**config.mk**
```make
export PLATFORM = sky130hd
export DESIGN_NAME = bmf_block_renorm
export DESIGN_NICKNAME = d
export VERILOG_FILES = /design/src/rtl/bmf_block_renorm.sv
export SDC_FILE = /design/constraint.sdc
export NUM_CORES = 1
export LEC_CHECK = 0
export BUFFER_PORTS_ARGS = -buffer_cell sky130_fd_sc_hd__buf_2
export CAP_MARGIN = 20
export CORE_ASPECT_RATIO = 0.9
export CORE_MARGIN = 5
export CORE_UTILIZATION = 40
export DETAILED_ROUTE_END_ITERATION = 16
export PLACE_DENSITY = 0.68
export SYNTH_ARGS = -nofsm -noshare
export SYNTH_HDL_FRONTEND = slang
export SYNTH_SLANG_ARGS = --single-unit
```
**constraint.sdc**
```tcl
create_clock -name clk -period 4.9 [get_ports clk]
set_input_delay 0.245 -clock clk [delete_from_list [all_inputs] [get_ports clk]]
set_output_delay 0.245 -clock clk [all_outputs]
set_load 0.01 [all_outputs]
```
**src/rtl/bmf_block_renorm.sv**
```systemverilog
// Block renormaliser that sits behind fp_mul: buffers one block of products, finds the largest
// exponent overflow S, then replays the block with every exponent lowered by S.
module bmf_block_renorm #(
    parameter int NEXP       = 4,
    parameter int NSIG       = 3,
    parameter int BLOCK_SIZE = 8,
    parameter int LAST_FLAG  = 6
) (
    input  logic                 clk,
    input  logic                 rst,
    input  logic                 in_valid,
    output logic                 in_ready,
    input  logic [NEXP+NSIG:0]   in_p,
    input  logic [NEXP:0]        in_ovf,
    input  logic [LAST_FLAG-1:0] in_flags,
    output logic                 out_valid,
    input  logic                 out_ready,
    output logic [NEXP+NSIG:0]   out_p,
    output logic [LAST_FLAG-1:0] out_flags,
    output logic                 out_last,
    output logic [NEXP:0]        block_shift
);

    localparam int PW = NEXP + NSIG + 1;
    localparam int EW = NEXP + 3;
    localparam int CW = (BLOCK_SIZE > 1) ? $clog2(BLOCK_SIZE) : 1;

    // Flag bit positions shared with fp_mul.
    localparam int SNAN      = 0;
    localparam int QNAN      = 1;
    localparam int INFINITY  = 2;
    localparam int ZERO      = 3;
    localparam int SUBNORMAL = 4;
    localparam int NORMAL    = 5;

    localparam logic [0:0] FILL  = 1'b0;
    localparam logic [0:0] DRAIN = 1'b1;

    localparam logic [CW-1:0]        LAST_IDX = CW'(BLOCK_SIZE - 1);
    localparam logic signed [EW-1:0] EXP_TOP  = EW'((1 << NEXP) - 2);

    typedef struct packed {
        logic [PW-1:0]        p;
        logic [LAST_FLAG-1:0] flags;
    } renorm_t;

    function automatic renorm_t renorm(input logic [PW-1:0]        p,
                                       input logic [NEXP:0]        ovf,
                                       input logic [LAST_FLAG-1:0] flags,
                                       input logic [NEXP:0]        shift);
        renorm_t                r;
        logic                   sign;
        logic [NSIG:0]          mant;
        logic [NSIG:0]          shifted;
        logic signed [EW-1:0]   expExt;
        logic signed [EW-1:0]   expNew;
        logic signed [EW-1:0]   k;
        sign    = p[PW-1];
        mant    = {1'b1, p[NSIG-1:0]};
        expExt  = signed'({3'b000, p[PW-2:NSIG]});
        r.p     = '0;
        r.flags = '0;
        if (flags[INFINITY]) begin
            expExt = EXP_TOP + signed'({2'b00, ovf});
        end else if (flags[SUBNORMAL]) begin
            expExt = EW'(1);
            mant   = {1'b0, p[NSIG-1:0]};
        end
        expNew  = expExt - signed'({2'b00, shift});
        k       = EW'(1) - expNew;
        shifted = mant >> k;
        if (flags[ZERO]) begin
            r.p           = p;
            r.flags[ZERO] = 1'b1;
        end else if (expNew > 0) begin
            r.p             = {sign, expNew[NEXP-1:0], mant[NSIG-1:0]};
            r.flags[NORMAL] = 1'b1;
        end else if (k > NSIG || shifted == '0) begin
            // Underflow saturates to the smallest subnormal, tagged ZERO, as fp_mul does.
            r.p           = {sign, {(PW-2){1'b0}}, 1'b1};
            r.flags[ZERO] = 1'b1;
        end else begin
            r.p                = {sign, {NEXP{1'b0}}, shifted[NSIG-1:0]};
            r.flags[SUBNORMAL] = 1'b1;
        end
        return r;
    endfunction

    logic [0:0]           state;
    logic [CW-1:0]        wrCnt;
    logic [CW-1:0]        rdCnt;
    logic [CW-1:0]        rdNext;
    logic [NEXP:0]        shiftAcc;
    logic [NEXP:0]        curOvf;
    logic [NEXP:0]        shiftNext;
    logic [PW-1:0]        entP     [BLOCK_SIZE];
    logic [NEXP:0]        entOvf   [BLOCK_SIZE];
    logic [LAST_FLAG-1:0] entFlags [BLOCK_SIZE];
    renorm_t              firstRes;
    renorm_t              nextRes;

    assign in_ready  = (state == FILL);
    assign out_valid = (state == DRAIN);

    assign curOvf    = in_flags[INFINITY] ? in_ovf : '0;
    assign shiftNext = (curOvf > shiftAcc) ? curOvf : shiftAcc;
    assign rdNext    = (rdCnt == LAST_IDX) ? '0 : rdCnt + 1'b1;

    // Entry 0 is replayed on the edge that stores the final entry, so it must see that entry's ovf.
    assign firstRes = renorm(entP[0], entOvf[0], entFlags[0], shiftNext);
    assign nextRes  = renorm(entP[rdNext], entOvf[rdNext], entFlags[rdNext], shiftAcc);

    // NOTE: the buffer has no reset; every entry is rewritten before it is read, and a reset
    // only has to forget the block, which clearing wrCnt/rdCnt/state already does.
    always_ff @(posedge clk) begin
        if (in_valid && in_ready) begin
            entP[wrCnt]     <= in_p;
            entOvf[wrCnt]   <= in_ovf;
            entFlags[wrCnt] <= in_flags;
        end
    end

    always_ff @(posedge clk or posedge rst) begin
        if (rst) begin
            state       <= FILL;
            wrCnt       <= '0;
            rdCnt       <= '0;
            shiftAcc    <= '0;
            out_p       <= '0;
            out_flags   <= '0;
            out_last    <= 1'b0;
            block_shift <= '0;
        end else begin
            case (state)
                FILL: begin
                    if (in_valid) begin
                        shiftAcc <= shiftNext;
                        wrCnt    <= wrCnt + 1'b1;
                        if (wrCnt == LAST_IDX) begin
                            state       <= DRAIN;
                            wrCnt       <= '0;
                            rdCnt       <= '0;
                            out_p       <= firstRes.p;
                            out_flags   <= firstRes.flags;
                            out_last    <= 1'b0;
                            block_shift <= shiftNext;
                        end
                    end
                end
                default: begin
                    if (out_ready) begin
                        if (rdCnt == LAST_IDX) begin
                            state     <= FILL;
                            rdCnt     <= '0;
                            shiftAcc  <= '0;
                            out_p     <= '0;
                            out_flags <= '0;
                            out_last  <= 1'b0;
                        end else begin
                            rdCnt     <= rdNext;
                            out_p     <= nextRes.p;
                            out_flags <= nextRes.flags;
                            out_last  <= (rdNext == LAST_IDX);
                        end
                    end
                end
            endcase
        end
    end

endmodule

```
After elaboration in Yosys (flattened, before gate mapping)
Memories as Yosys holds them, arrays and structs flattened.
Index checks and enable logic that the tools add are counted.
{"block": "word_totals", "regBits": 32, "ramBits": 152, "input_bits": 23, "output_inout_bits": 22, "wordCells": 104, "n_memories": 3}
{"block": "op_classes", "addsub": 8, "n_lt_le_gt_ge": 5, "eq_ne": 5, "shifts": 2, "n_mux": 61, "n_bitwise": 1, "reduce_logical": 11}
{"memory": "entP", "words": 8, "width": 8, "rd": 2, "rd_ports_with_merged_regs": 0, "wr": 1, "line_no": "96", "source": "logic [PW-1:0] entP [BLOCK_SIZE];"}
{"memory": "entFlags", "words": 8, "width": 6, "rd": 2, "rd_ports_with_merged_regs": 0, "wr": 1, "line_no": "98", "source": "logic [LAST_FLAG-1:0] entFlags [BLOCK_SIZE];"}
{"memory": "entOvf", "words": 8, "width": 5, "rd": 2, "rd_ports_with_merged_regs": 0, "wr": 1, "line_no": "97", "source": "logic [NEXP:0] entOvf [BLOCK_SIZE];"}
{"operator": "$mux 6", "count": 7}
{"operator": "$mux 8", "count": 5}
{"operator": "$mux 5", "count": 6}
{"operator": "$mux 7", "count": 4}
{"operator": "$mux 3", "count": 9}
{"operator": "$mux 4", "count": 6}
{"operator": "$mux 1", "count": 20}
{"operator": "$gt 7x1->1 const B", "count": 2}
{"operator": "$gt 7x3->1 const B", "count": 2}
{"operator": "$shr 4x7->4", "count": 2}
{"operator": "$sub 2x7->7 const A", "count": 2}
{"operator": "$sub 6x5->7", "count": 2}
{"operator": "$add 4x5->6 const A", "count": 2}
{"operator": "$eq 3x3->1 const B", "count": 3}
{"operator": "$reduce_and 3->1", "count": 3}
{"operator": "$logic_not 4->1", "count": 2}
{"operator": "$mux 2", "count": 4}
{"operator": "$add 3x1->3 const B", "count": 2}
{"operator": "$gt 5x5->1", "count": 1}
{"operator": "$reduce_bool 2->1", "count": 2}
{"operator": "$logic_or 1x1->1", "count": 2}
{"operator": "$ne 2x1->1 const B", "count": 1}
{"operator": "$ne 2x2->1 const B", "count": 1}
{"operator": "$reduce_and 2->1", "count": 1}
{"operator": "other kinds (2)", "count": 2}

Depth between registers and ports, before layout
An unclocked memory read counts as a cell.
{"block": "depth", "ltp_word": 16, "mapped_depth": 21, "depth_no_buf": 21}

Worst setup path after synthesis
No wires, ideal clock.
{"block": "synth_path", "path_kind": "register to register", "start": "reg rdCnt[0]", "end": "reg out_flags[3]", "setup_ns": 0.087, "arrival_time_ns": 4.735, "required_ns": 4.813, "slack_ns": 0.079, "stages_incl_launch_ff": 20, "n_path_buf": 3, "synth_period_minus_slack_ns": 4.821, "cell_sequence": "dfrtp_1 -> ha_1 -> ha_1 -> buf_2 -> buf_1 -> clkbuf_1 -> mux2i_1 -> ha_1 -> inv_1 -> a41oi_1 -> nor2_1 -> o22ai_1 -> ha_1 -> o2bb2ai_1 -> xor3_1 -> nand3_1 -> o31a_1 -> o32ai_4 -> a311o_1 -> o211ai_1"}
{"block": "synth_between", "elab_chain_len": 16, "word_cells_on_any_way": 24, "cone_classes": "4 x add/sub; 2 x order compare; 1 x eq/ne; 1 x shift; 11 x mux; 2 x reduce/logical; 3 x memory"}
{"item": "from (decl)", "line_no": "91", "source": "logic [CW-1:0] rdCnt;"}
{"item": "from (signal assigned)", "line_no": "160", "source": "rdCnt <= rdNext;"}
{"item": "branches (longest 13 deep; another with $sub 6x5->7)"}
{"item": "$mux 6 (*)", "line_no": "152", "source": "if (rdCnt == LAST_IDX) begin"}
{"item": "$mux 6 (*)", "line_no": "151", "source": "if (out_ready) begin"}
{"item": "$mux 6 (*)", "line_no": "134", "source": "case (state)"}
{"item": "to (signal assigned)", "line_no": "144", "source": "out_flags <= firstRes.flags;"}
{"item": "to (signal assigned)", "line_no": "162", "source": "out_flags <= nextRes.flags;"}
{"item": "to (decl)", "line_no": "19", "source": "output logic [LAST_FLAG-1:0] out_flags,"}
Mark *: on every way between the ends. The select of a mux whose other input is x is not followed.
A chain may end at the register's enable or synchronous reset.

Worst setup path in the final report
{"block": "layout_path", "start": "reg rdCnt[0]", "end": "reg out_p[2]"}
{"block": "layout_between", "elab_chain_len": 16, "word_cells_on_any_way": 24, "cone_classes": "4 x add/sub; 2 x order compare; 1 x eq/ne; 1 x shift; 11 x mux; 2 x reduce/logical; 3 x memory"}
{"item": "branches (longest 13 deep; another with $sub 6x5->7)"}
{"item": "$mux 8 (*)", "line_no": "152"}
{"item": "$mux 8 (*)", "line_no": "151"}
{"item": "$mux 8 (*)", "line_no": "134"}
{"item": "to (signal assigned)", "line_no": "143", "source": "out_p <= firstRes.p;"}
{"item": "to (signal assigned)", "line_no": "161", "source": "out_p <= nextRes.p;"}
{"item": "to (decl)", "line_no": "18", "source": "output logic [NEXP+NSIG:0] out_p,"}
Marks and branches as above.

==> impl_results.md <==
* Initial Util at 40.7%
* Synth Cell Area at between 7000 and 8000 um2
* Fin crit period at between 4 and 5 ns
* Final Setup Violations at 0
* DRT Wirelength at 19,000 um
* Layout cells sized above 1 at 24.8%
* Crit path DAT at 5.04 ns
* Most frequent cells in the layout: 128 x edfxtp_1, 44 x nand2_1, 39 x nor2_1
* Maximum root-to-sink buffer count at 2
* Status: finished, final reports clean
* Max incr delay on CP at between 0.5 and 0.6 ns
* Critical path type: reg -> reg
* Skew final at around 0.0052 ns
* Gpl congestion at about 0.96
* CP max FO at 20
* Ant. Diodes at 0
* Final #Nets at 694
* # Max-Cap Violations at 0
* First-pass GRT wire length at ~30,000 um
* Main synth FF type: edfxtp_1
* GRT Overall Usage at between 10% and 20%
* Placeable Area at about 19,000 um2
* I/O Pins at 45
* Row Count at 48
* Synthesized area per cell at roughly 14 um2
* Hpwl dp at about 13,000 um
* Seq/Total Area, Yosys at 58.5%
* Slowest CP cell: mux4_2
* Most common cell after layout, fill and taps aside: edfxtp_1
* H-tree depth at 4
* Crit path launch type: flop
* Final ANT Viol Nets at 0
* Clk root buf: clkbuf_16
* Initial antenna violation count at 0
* Num Clock Sinks at 157
* Full die area at about 22,000 um2
* # DRC at 0
* CTS tree: built
* Worst-Margin Slew at about 1.0 ns
* Post-synthesis async set-or-reset flop share at between 10% and 20%
* Hold WC Path Type: in -> reg
* Clock slew at the register clock pins of the worst setup and hold paths at about 0.060 ns
* Die extent in x at between 150 and 200 um
* Hold Vio Cnt, Final at 0
* Slew headroom at 31.5%
* Wire per inst at approximately 21 um
* YS warnings at 0
* Area Growth Syn to Fin at 18.1%
* Post-Route Setup TNS at 0 ns
* Syn Inst Count at roughly 580
* EDFF count, synth at roughly 130
* Overall die height at between 100 and 150 um
* CP Cell Sequence: ha_1 -> ha_1 -> nor2_4 -> buf_6 -> mux4_2 -> mux2i_1 -> nand3_1 -> o21ai_0 -> ha_1 -> fa_1 -> nand2b_1 -> o2bb2ai_1 -> buf_4 -> xnor2_2 -> or3_1 -> nor2_1 -> a211o_2 -> o32a_1 -> a21oi_1
* Num CTS Buffers at 17
* First-iteration detailed-routing DRC count at 483
* DR pass1 iterations at 5
* Max Freq at roughly 210 MHz
* Skew-Pair Late Insertion Delay at between 0.4 and 0.5 ns
* Element type at the critical path end: flop
* Total number of vias at approximately 5,200
* Pins Over Slew Limit at 0
* Number of global-route vias before repair at around 5,200
* Worst Path Required at 5.26 ns
* Design area at ~9000 um2
* Number of synthesized register bits at about 160
* Period Utilization, post-route at a little over nine tenths
* Count of cell types in the netlist at 72
* Most used cell, CP: ha_1
* Drt via density at 5.77
* Remaining Overflow, GRT at 0
* Largest net degree at the start of global routing at 30
* Setup bufs post-CTS at 0
* DP Area at ~8500 um2
* Port bufs at 38
-- sequential cells by signal (all words and copies together) (netlist names) --
| register | count |
|---|---|
| out_p | 8 |
| out_flags | 3 |
| rdCnt | 3 |
| out_last | 1 |
| shiftAcc | 5 |
| entP | 64 |
| out_valid | 1 |
| wrCnt | 3 |
| block_shift | 5 |
| entFlags | 24 |
| entOvf | 40 |
-- final timing paths --
| path | from | end | slack [ns] | cells after the start |
|---|---|---|---|---|
| setup reg to reg | rdCnt[0] | out_p[2] | 0.22 | 19 |
| max in group asynchronous | rst | out_p[7] | 4.17 | 4 |
| hold / removal | in_p[4] | entP[2][4] | 0.09 | 1 |
| min in group asynchronous | rst | block_shift[1] | 0.44 | 4 |
| hold reg to reg | block_shift[2] | block_shift[2] | 0.48 | 2 |
| setup / recovery | rdCnt[0] | out_p[2] | 0.22 | 19 |
-- critical path, delay by kind of cell, from the launching register on --
| family | cells | cell delay [ns] |
|---|---|---|
| AO/OA/AOI/OAI | 5 | 1.17 |
| adder cells (fa/ha/maj) | 4 | 0.92 |
| multiplexers | 2 | 0.91 |
| AND/OR/NAND/NOR | 5 | 0.57 |
| buffers and inverters | 2 | 0.47 |
| flip-flops | 1 | 0.40 |
| XOR/XNOR | 1 | 0.14 |
-- cells by family (layout without fill, tap and decap cells) --
group	after synthesis	after routing	synth area share (%)
simple gates	163	163	10.4
flops	157	157	58.5
compound gates	110	110	9.54
mux	57	57	12.7
buf+inv	49	127	2.71
fa+ha+maj	28	28	4.68
xor+xnor	11	11	1.43
other cells	1	3	0.0480
-- Yosys cell counts (4+ instances only) --
library cell,instances,share of area (%)
or3_1,4,0.32
nand3_1,18,1.2
clkbuf_1,12,0.58
a31oi_1,8,0.64
inv_1,26,1.3
nor3_1,10,0.64
nand2b_1,11,0.88
xnor2_1,4,0.45
nand4_1,7,0.56
nor2_1,39,1.9
o21ai_0,28,1.8
o221ai_1,4,0.45
mux2i_1,21,2.7
dfrtp_1,29,9.3
nand2_1,44,2.1
buf_2,4,0.26
ha_1,26,4.2
a21oi_1,25,1.6
and2_1,6,0.48
buf_4,4,0.38
mux4_2,30,8.7
edfxtp_1,128,49
xor2_1,6,0.67
nor2b_1,6,0.48
-- through the flow --
step                hold WS (ns)  util (%)  cells  setup slack, ns
floorplan                  0.323         -    578           0.0789
global placement           0.334      44.3    873            0.218
detailed placement         0.346      44.3    873          -0.0152
CTS                       0.0706      47.6    906           0.0139
global route              0.0692      48.1    906          -0.0375
finish                    0.0862      48.1    906            0.223
-- routing by layer --
layer,part of all wire [%],track usage (%),wire length (um)
met5,0,0,0
met4,1.4,5.52,261
met3,7.7,4.65,1470
met2,48,28.5,9120
met1,43,24.3,8190
-- area by class of cell --
cell class              instances  area [um2]
fillers                      1621        9940
well taps                     250         313
inverters                      26        97.6
multi-input cells             372        3170
repair buffers                 69         454
flip-flops and latches        157        4570
clock buffers                  18         429
clock inverters                14         189
-- repair_timing --
item / in CTS / in global routing
endpoints found under the hold margin: 29 / 0
pin swaps: 0 / 1
gates resized for setup: 1 / 16
endpoints found under the setup margin: 4 / 9
hold buffers: 1 / 0
Power is left out: the tool's default activity adds up to more than one toggle a clock period on the data nets, which glitch-free logic cannot reach.
